==> src/rtl/seg_scan_mux_if.sv <==
// ============================================================================
// Module  : seg_scan_mux_if
// Brief   : Pattern inputs, enable and multiplexed display outputs of the
//           seven-segment scan multiplexer.
// Revision: 1.0 - initial release
// ============================================================================
`default_nettype none

interface seg_scan_mux_if;
    logic       en;
    logic [7:0] seg0;
    logic [7:0] seg1;
    logic [7:0] seg2;
    logic [7:0] seg_out;
    logic [2:0] dig_sel;
    logic       frame_start;

    modport master (
        output en,
        output seg0,
        output seg1,
        output seg2,
        input  seg_out,
        input  dig_sel,
        input  frame_start
    );

    modport slave (
        input  en,
        input  seg0,
        input  seg1,
        input  seg2,
        output seg_out,
        output dig_sel,
        output frame_start
    );
endinterface

`default_nettype wire

==> src/rtl/seg_scan_mux.sv <==
// ============================================================================
// Module  : seg_scan_mux
// Brief   : Time-multiplexes three 7-segment patterns onto one shared bus with
//           per-slot blanking and a once-per-frame input snapshot.
// Revision: 1.0 - initial release
// ============================================================================
`default_nettype none

module seg_scan_mux #(
    parameter int SCAN_DIV  = 1000,
    parameter int BLANK_CYC = 10,
    parameter int SEG_POL   = 1,
    parameter int DIG_POL   = 1
) (
    input  wire             clk,
    input  wire             rst,
    seg_scan_mux_if.slave   bus
);

    localparam int CNT_W = (SCAN_DIV > 1) ? $clog2(SCAN_DIV) : 1;

    localparam logic [CNT_W-1:0] c_CNT_MAX   = CNT_W'(SCAN_DIV - 1);
    localparam logic [CNT_W-1:0] c_BLANK_END = CNT_W'(BLANK_CYC);
    localparam logic [7:0]       c_SEG_BLANK = (SEG_POL != 0) ? 8'h00 : 8'hFF;
    localparam logic [2:0]       c_DIG_BLANK = (DIG_POL != 0) ? 3'b000 : 3'b111;
    localparam logic [7:0]       c_SEG_XOR   = (SEG_POL != 0) ? 8'h00 : 8'hFF;
    localparam logic [2:0]       c_DIG_XOR   = (DIG_POL != 0) ? 3'b000 : 3'b111;

    logic [CNT_W-1:0] cnt_q, cnt_d;
    logic [1:0]       idx_q, idx_d;
    logic [7:0]       snap0_q, snap0_d;
    logic [7:0]       snap1_q, snap1_d;
    logic [7:0]       snap2_q, snap2_d;
    logic [7:0]       seg_out_q, seg_out_d;
    logic [2:0]       dig_sel_q, dig_sel_d;
    logic             frame_start_q, frame_start_d;
    logic [7:0]       pattern;

    always_comb begin
        cnt_d         = cnt_q;
        idx_d         = idx_q;
        snap0_d       = snap0_q;
        snap1_d       = snap1_q;
        snap2_d       = snap2_q;
        pattern       = 8'h00;
        seg_out_d     = c_SEG_BLANK;
        dig_sel_d     = c_DIG_BLANK;
        frame_start_d = 1'b0;

        if (cnt_q == c_CNT_MAX) begin
            cnt_d = '0;
            idx_d = (idx_q == 2'd2) ? 2'd0 : idx_q + 2'd1;
        end else begin
            cnt_d = cnt_q + 1'b1;
        end

        // Outputs reflect the state being entered, so the snapshot taken at
        // the frame edge is what the first slot of that frame shows.
        if ((cnt_d == '0) && (idx_d == 2'd0)) begin
            frame_start_d = 1'b1;
            snap0_d       = bus.seg0;
            snap1_d       = bus.seg1;
            snap2_d       = bus.seg2;
        end

        case (idx_d)
            2'd0:    pattern = snap0_d;
            2'd1:    pattern = snap1_d;
            default: pattern = snap2_d;
        endcase

        if (bus.en && (cnt_d >= c_BLANK_END)) begin
            seg_out_d = pattern ^ c_SEG_XOR;
            dig_sel_d = (3'b001 << idx_d) ^ c_DIG_XOR;
        end
    end

    always_ff @(posedge clk) begin
        if (rst) begin
            cnt_q         <= c_CNT_MAX;
            idx_q         <= 2'd2;
            snap0_q       <= 8'h00;
            snap1_q       <= 8'h00;
            snap2_q       <= 8'h00;
            seg_out_q     <= c_SEG_BLANK;
            dig_sel_q     <= c_DIG_BLANK;
            frame_start_q <= 1'b0;
        end else begin
            cnt_q         <= cnt_d;
            idx_q         <= idx_d;
            snap0_q       <= snap0_d;
            snap1_q       <= snap1_d;
            snap2_q       <= snap2_d;
            seg_out_q     <= seg_out_d;
            dig_sel_q     <= dig_sel_d;
            frame_start_q <= frame_start_d;
        end
    end

    assign bus.seg_out     = seg_out_q;
    assign bus.dig_sel     = dig_sel_q;
    assign bus.frame_start = frame_start_q;

endmodule

`default_nettype wire

==> src/flat_wrapper.sv <==
// flat-port wrapper written by rule: the top's interface ports become plain ports
module seg_scan_mux_flat 
#(
    parameter int SCAN_DIV  = 1000,
    parameter int BLANK_CYC = 10,
    parameter int SEG_POL   = 1,
    parameter int DIG_POL   = 1
)
  (clk, rst, bus_en, bus_seg0, bus_seg1, bus_seg2, bus_seg_out, bus_dig_sel, bus_frame_start);
  seg_scan_mux_if bus_i ();
  input  wire clk;
  input  wire rst;
  input wire logic [$bits(bus_i.en)-1:0] bus_en;
  input wire logic [$bits(bus_i.seg0)-1:0] bus_seg0;
  input wire logic [$bits(bus_i.seg1)-1:0] bus_seg1;
  input wire logic [$bits(bus_i.seg2)-1:0] bus_seg2;
  output wire logic [$bits(bus_i.seg_out)-1:0] bus_seg_out;
  output wire logic [$bits(bus_i.dig_sel)-1:0] bus_dig_sel;
  output wire logic [$bits(bus_i.frame_start)-1:0] bus_frame_start;
  assign bus_i.en = bus_en;
  assign bus_i.seg0 = bus_seg0;
  assign bus_i.seg1 = bus_seg1;
  assign bus_i.seg2 = bus_seg2;
  assign bus_seg_out = bus_i.seg_out;
  assign bus_dig_sel = bus_i.dig_sel;
  assign bus_frame_start = bus_i.frame_start;
  seg_scan_mux #(.SCAN_DIV(SCAN_DIV), .BLANK_CYC(BLANK_CYC), .SEG_POL(SEG_POL), .DIG_POL(DIG_POL)) u_core (.clk(clk), .rst(rst), .bus(bus_i));
endmodule
==> config.mk <==
export PLATFORM = sky130hd
export DESIGN_NAME = seg_scan_mux_flat
export DESIGN_NICKNAME = d
export VERILOG_FILES = /design/src/rtl/seg_scan_mux_if.sv /design/src/rtl/seg_scan_mux.sv /design/src/flat_wrapper.sv
export SDC_FILE = /design/constraint.sdc
export NUM_CORES = 1
export LEC_CHECK = 0
export ABC_AREA = 1
export BUFFER_PORTS_ARGS = -buffer_cell sky130_fd_sc_hd__buf_2
export CAP_MARGIN = 20
export CORE_UTILIZATION = 50
export CTS_CLUSTER_SIZE = 24
export DETAILED_ROUTE_END_ITERATION = 10
export GPL_ROUTABILITY_DRIVEN = 0
export PLACE_DENSITY = 0.76
export SYNTH_ARGS = -nofsm -noshare
export SYNTH_HDL_FRONTEND = slang
export SYNTH_SLANG_ARGS = --single-unit
==> constraint.sdc <==
create_clock -name clk -period 1.7 [get_ports clk]
set_input_delay 0.34 -clock clk [delete_from_list [all_inputs] [get_ports clk]]
set_output_delay 0.34 -clock clk [all_outputs]
set_load 0.05 [all_outputs]
==> impl_metrics.csv <==
group,metric,value,unit
hold_path,hold_path.class,"in2reg",
yosys,syn-num-nets,373,
run,maxCapViolations,0,
pwr,sequentialPowerShare,28.5,%
placement,port_buffers,38,
critical_path,crit_arrival,2.29,ns
timing,fin_setup_tns,-7.69,ns
yosys,syn_inst,344,
timing,min_period_over_period,123,%
critical_path,start_kind,"flop",
pwr,power_frac_comb,56.9,%
critical_path,endpoint_kind,"flop",
timing,slew_violations,0,
critical_path,r2r_end,"u_core.bus.seg_out[5]",
timing,hold_viol,0,
finish,area_growth,34.2,%
timing,rsz0062_at_grt,"true",
yosys,synth_top_family_by_area,"simple AND/OR/NAND/NOR gates",
detailed_routing,viasPerCell,5.43,
global_routing,overflow,0,
critical_path,crit_path_top_delay_cell,"dfxtp_1",
pwr,pwr-share-clk,14.6,%
placement,placed_area,2910,µm²
yosys,synth_top_cell_area_share,40.3,%
finish,drive_gt1_share,31.2,%
critical_path,crit_end,"u_core.bus.seg_out[5]",
clock_network,tritoncts,"yes",
yosys,ys_warn_count,0,
pwr,vdd_drop_max,927,µV
global_routing,grt_pass1_vias,2318,
pwr,p_switching,0.00221,W
clock_network,cts_made_buffers,5,
detailed_routing,first_pass_iters,7,
pwr,cellInternalPower,0.00271,W
floorplanning,start_util,53.3,%
floorplanning,die_y,71.1,µm
clock_network,clockBufferDepth,2,
clock_network,cts_sinks,48,
critical_path,crit_cells,12,
finish,antenna_cells,0,
floorplanning,core,4470,µm²
pwr,total_leakage_power,1.65,nW
timing,period_needed,2.08,ns
critical_path,crit_type,"reg2reg",
floorplanning,die_area,5050,µm²
clock_network,clk_pin_slew,0.08,ns
critical_path,path_buf_inv,2,
critical_path,slowest_delay,0.38,ns
critical_path,crit_path_start,"u_core.cnt_q[2]",
yosys,synthMuxAreaShare,0,%
yosys,yosys_register_bits,48,
yosys,synth_area_leaders,"dfxtp_1 40%, nand2_1 16%, nand4_1 8.1%",
hold_path,hold_path.startpoint,"bus_seg0[7]",
timing,max_clock_freq,480,MHz
critical_path,crit_family,"simple AND/OR/NAND/NOR gates",
yosys,synth-simple-area-share,43.4,%
yosys,syn_area_per_cell,6.93,µm²
timing,slew_headroom,76.5,%
timing,finalSetupViolations,36,
critical_path,crit_required,1.90,ns
global_routing,antenna_found_initial,0,
critical_path,rr_worst_depth,12,
clock_network,htree_levels,2,
finish,fillCellCount,338,
clock_network,clk_latency,0.31,ns
timing,fin_worst_skew,0.00870,ns
floorplanning,die_w,71.1,µm
global_routing,grt_pass1_wl,10.5,mm
detailed_routing,drc,0,
detailed_routing,drt_iter0_markers,250,
pwr,total_power,0.00492,W
outcome,status,"finished with violations",
global_routing,grt_max_degree,24,
finish,postLayoutCellArea,3200,µm²
floorplanning,rows,24,
clock_network,clock_tree.root_cell,"clkbuf_8",
timing,layout_setup_ws,-0.384,ns
detailed_routing,drt_wl_total,6.91,mm
critical_path,regToRegStartpoint,"u_core.cnt_q[2]",
critical_path,r2r_slack,-0.38,ns
yosys,yosysTopAreaCell,"dfxtp_1",
yosys,seq_area_frac_synth,40.3,%
detailed_routing,vias,2549,
yosys,synth_area,2380,µm²
finish,final_core_util,71.5,%
finish,finalNetCount,445,
yosys,netlist-cell-type-count,27,
yosys,synthXorXnorAreaFrac,0.367,%
detailed_routing,antenna_left,0,
floorplanning,ios,39,
placement,hpwl,4.35,mm
yosys,synth_fa_ha_area_share,1.05,%
global_routing,grt_use_total,26.7,%
critical_path,cp_max_fo,8,
outcome,violations,"negative setup slack",
pwr,switching_share,44.8,%
yosys,synth_compound_gate_area_share,3.67,%
timing,worstMarginPinSlew,0.351,ns
critical_path,crit_chain,"nand2_1, nor2_1, nand3_1, nand3_4, nand2_4, buf_12, nor3_4, nand2_4, nand2_4, inv_8, nand2_1, nand2_1",
pwr,p_per_area,1540,nW/µm²
detailed_routing,wl_per_cell,14.7,µm
-- worst register-to-register path, stage by stage, from the launching register on --
cell,delay (ns)
dfxtp_1,0.38
nand2_1,0.07
nor2_1,0.25
nand3_1,0.19
nand3_4,0.13
nand2_4,0.07
buf_12,0.12
nor3_4,0.32
nand2_4,0.12
nand2_4,0.12
inv_8,0.05
nand2_1,0.08
nand2_1,0.06
-- routing by layer --
layer	GRT usage [%]	vias to the layer above	share of wire [%]
met4	12.2	0	2.9
li1	-	1240	-
met2	42.0	122	47
met3	5.84	24	7.5
met5	0	-	0
met1	35.0	1163	42
-- through the flow --
stage / instances / setup slack, ns / hold WS (ns)
after floorplan: 344 / -0.0775 / 0.446
after global placement: 455 / -0.238 / 0.455
after detailed placement: 455 / -0.292 / 0.459
after CTS: 466 / -0.292 / 0.318
after global routing: 469 / -0.494 / 0.305
final: 469 / -0.384 / 0.304
-- worst min-delay path by stage --
stage	to	slack, ns	cells after the start
2_1_floorplan	u_core.snap0_q[0]	0.45	2
3_3_place_gp	u_core.snap1_q[3]	0.46	2
3_5_place_dp	u_core.snap1_q[4]	0.46	2
4_1_cts	u_core.cnt_q[4]	0.32	2
5_1_grt	u_core.snap0_q[7]	0.31	3
6_report	u_core.snap0_q[7]	0.30	3
-- synth_stat cells, drive strengths merged --
cell,count
nand2,113
inv,48
buf,8
o21a,1
nand3,34
o21ai,3
nand4,31
o21bai,2
dfxtp,48
nor3,2
ha,2
a21oi,10
xor2,1
clkinv,2
nor2,35
clkbuf,4
-- cell type report --
| type | instances | area, µm² | area share, % |
|---|---|---|---|
| clock buffer | 8 | 90.1 | 2.82 |
| inverter | 50 | 198 | 6.18 |
| timing repair buffer | 77 | 596 | 18.6 |
| multi-input combinational | 234 | 1280 | 40.0 |
| sequential | 48 | 970 | 30.3 |
| tap | 52 | 65.1 | 2.03 |
-- power groups by stage --
stage                     Clock (W)  Combinational (W)  Sequential, W
final                      0.000718            0.00280        0.00140
after global routing       0.000756            0.00301        0.00141
after CTS                  0.000711            0.00252        0.00139
after detailed placement          0            0.00237        0.00141
after global placement            0            0.00232        0.00140
after floorplan                   0            0.00143        0.00150
-- cell families (layout without fill, tap and decap cells) --
family | count (synthesis) | count (layout)
and+or+nand+nor | 215 | 215
buffers and inverters | 62 | 135
DFF | 48 | 48
AOI/OAI and AO/OA | 16 | 16
adders and majority gates | 2 | 2
xor gates and xnor gates | 1 | 1
-- timing repair --
action	in CTS	in global routing
gates resized for setup	6	24
setup buffers	2	3
setup endpoints to repair	36	36
hold buffers	0	0
endpoints found under the hold margin	0	0
cloned	1	1
pin swaps	4	14
-- registers in the layout, indices dropped and copies added (netlist names) --
register                flops
u_core.cnt_q               10
u_core.bus.seg_out          8
u_core.snap0_q              8
u_core.snap1_q              8
u_core.snap2_q              8
u_core.bus.dig_sel          3
u_core.idx_q                2
u_core.bus.frame_start      1
-- cells in the final DEF, fill, tap and decap left out, types with 2 or more instances in the layout --
cell	count
nand4_1	31
dfxtp_4	2
nor2_4	4
buf_12	7
buf_6	2
dfxtp_1	45
nand2_4	5
o21ai_0	2
buf_4	29
nand3_2	5
buf_2	38
clkbuf_8	6
clkbuf_1	2
nor2_1	30
inv_1	46
nand3_1	24
nand3_4	5
nand2_2	18
a21oi_1	10
nand2_1	90
(Power assumes the default switching activity.)
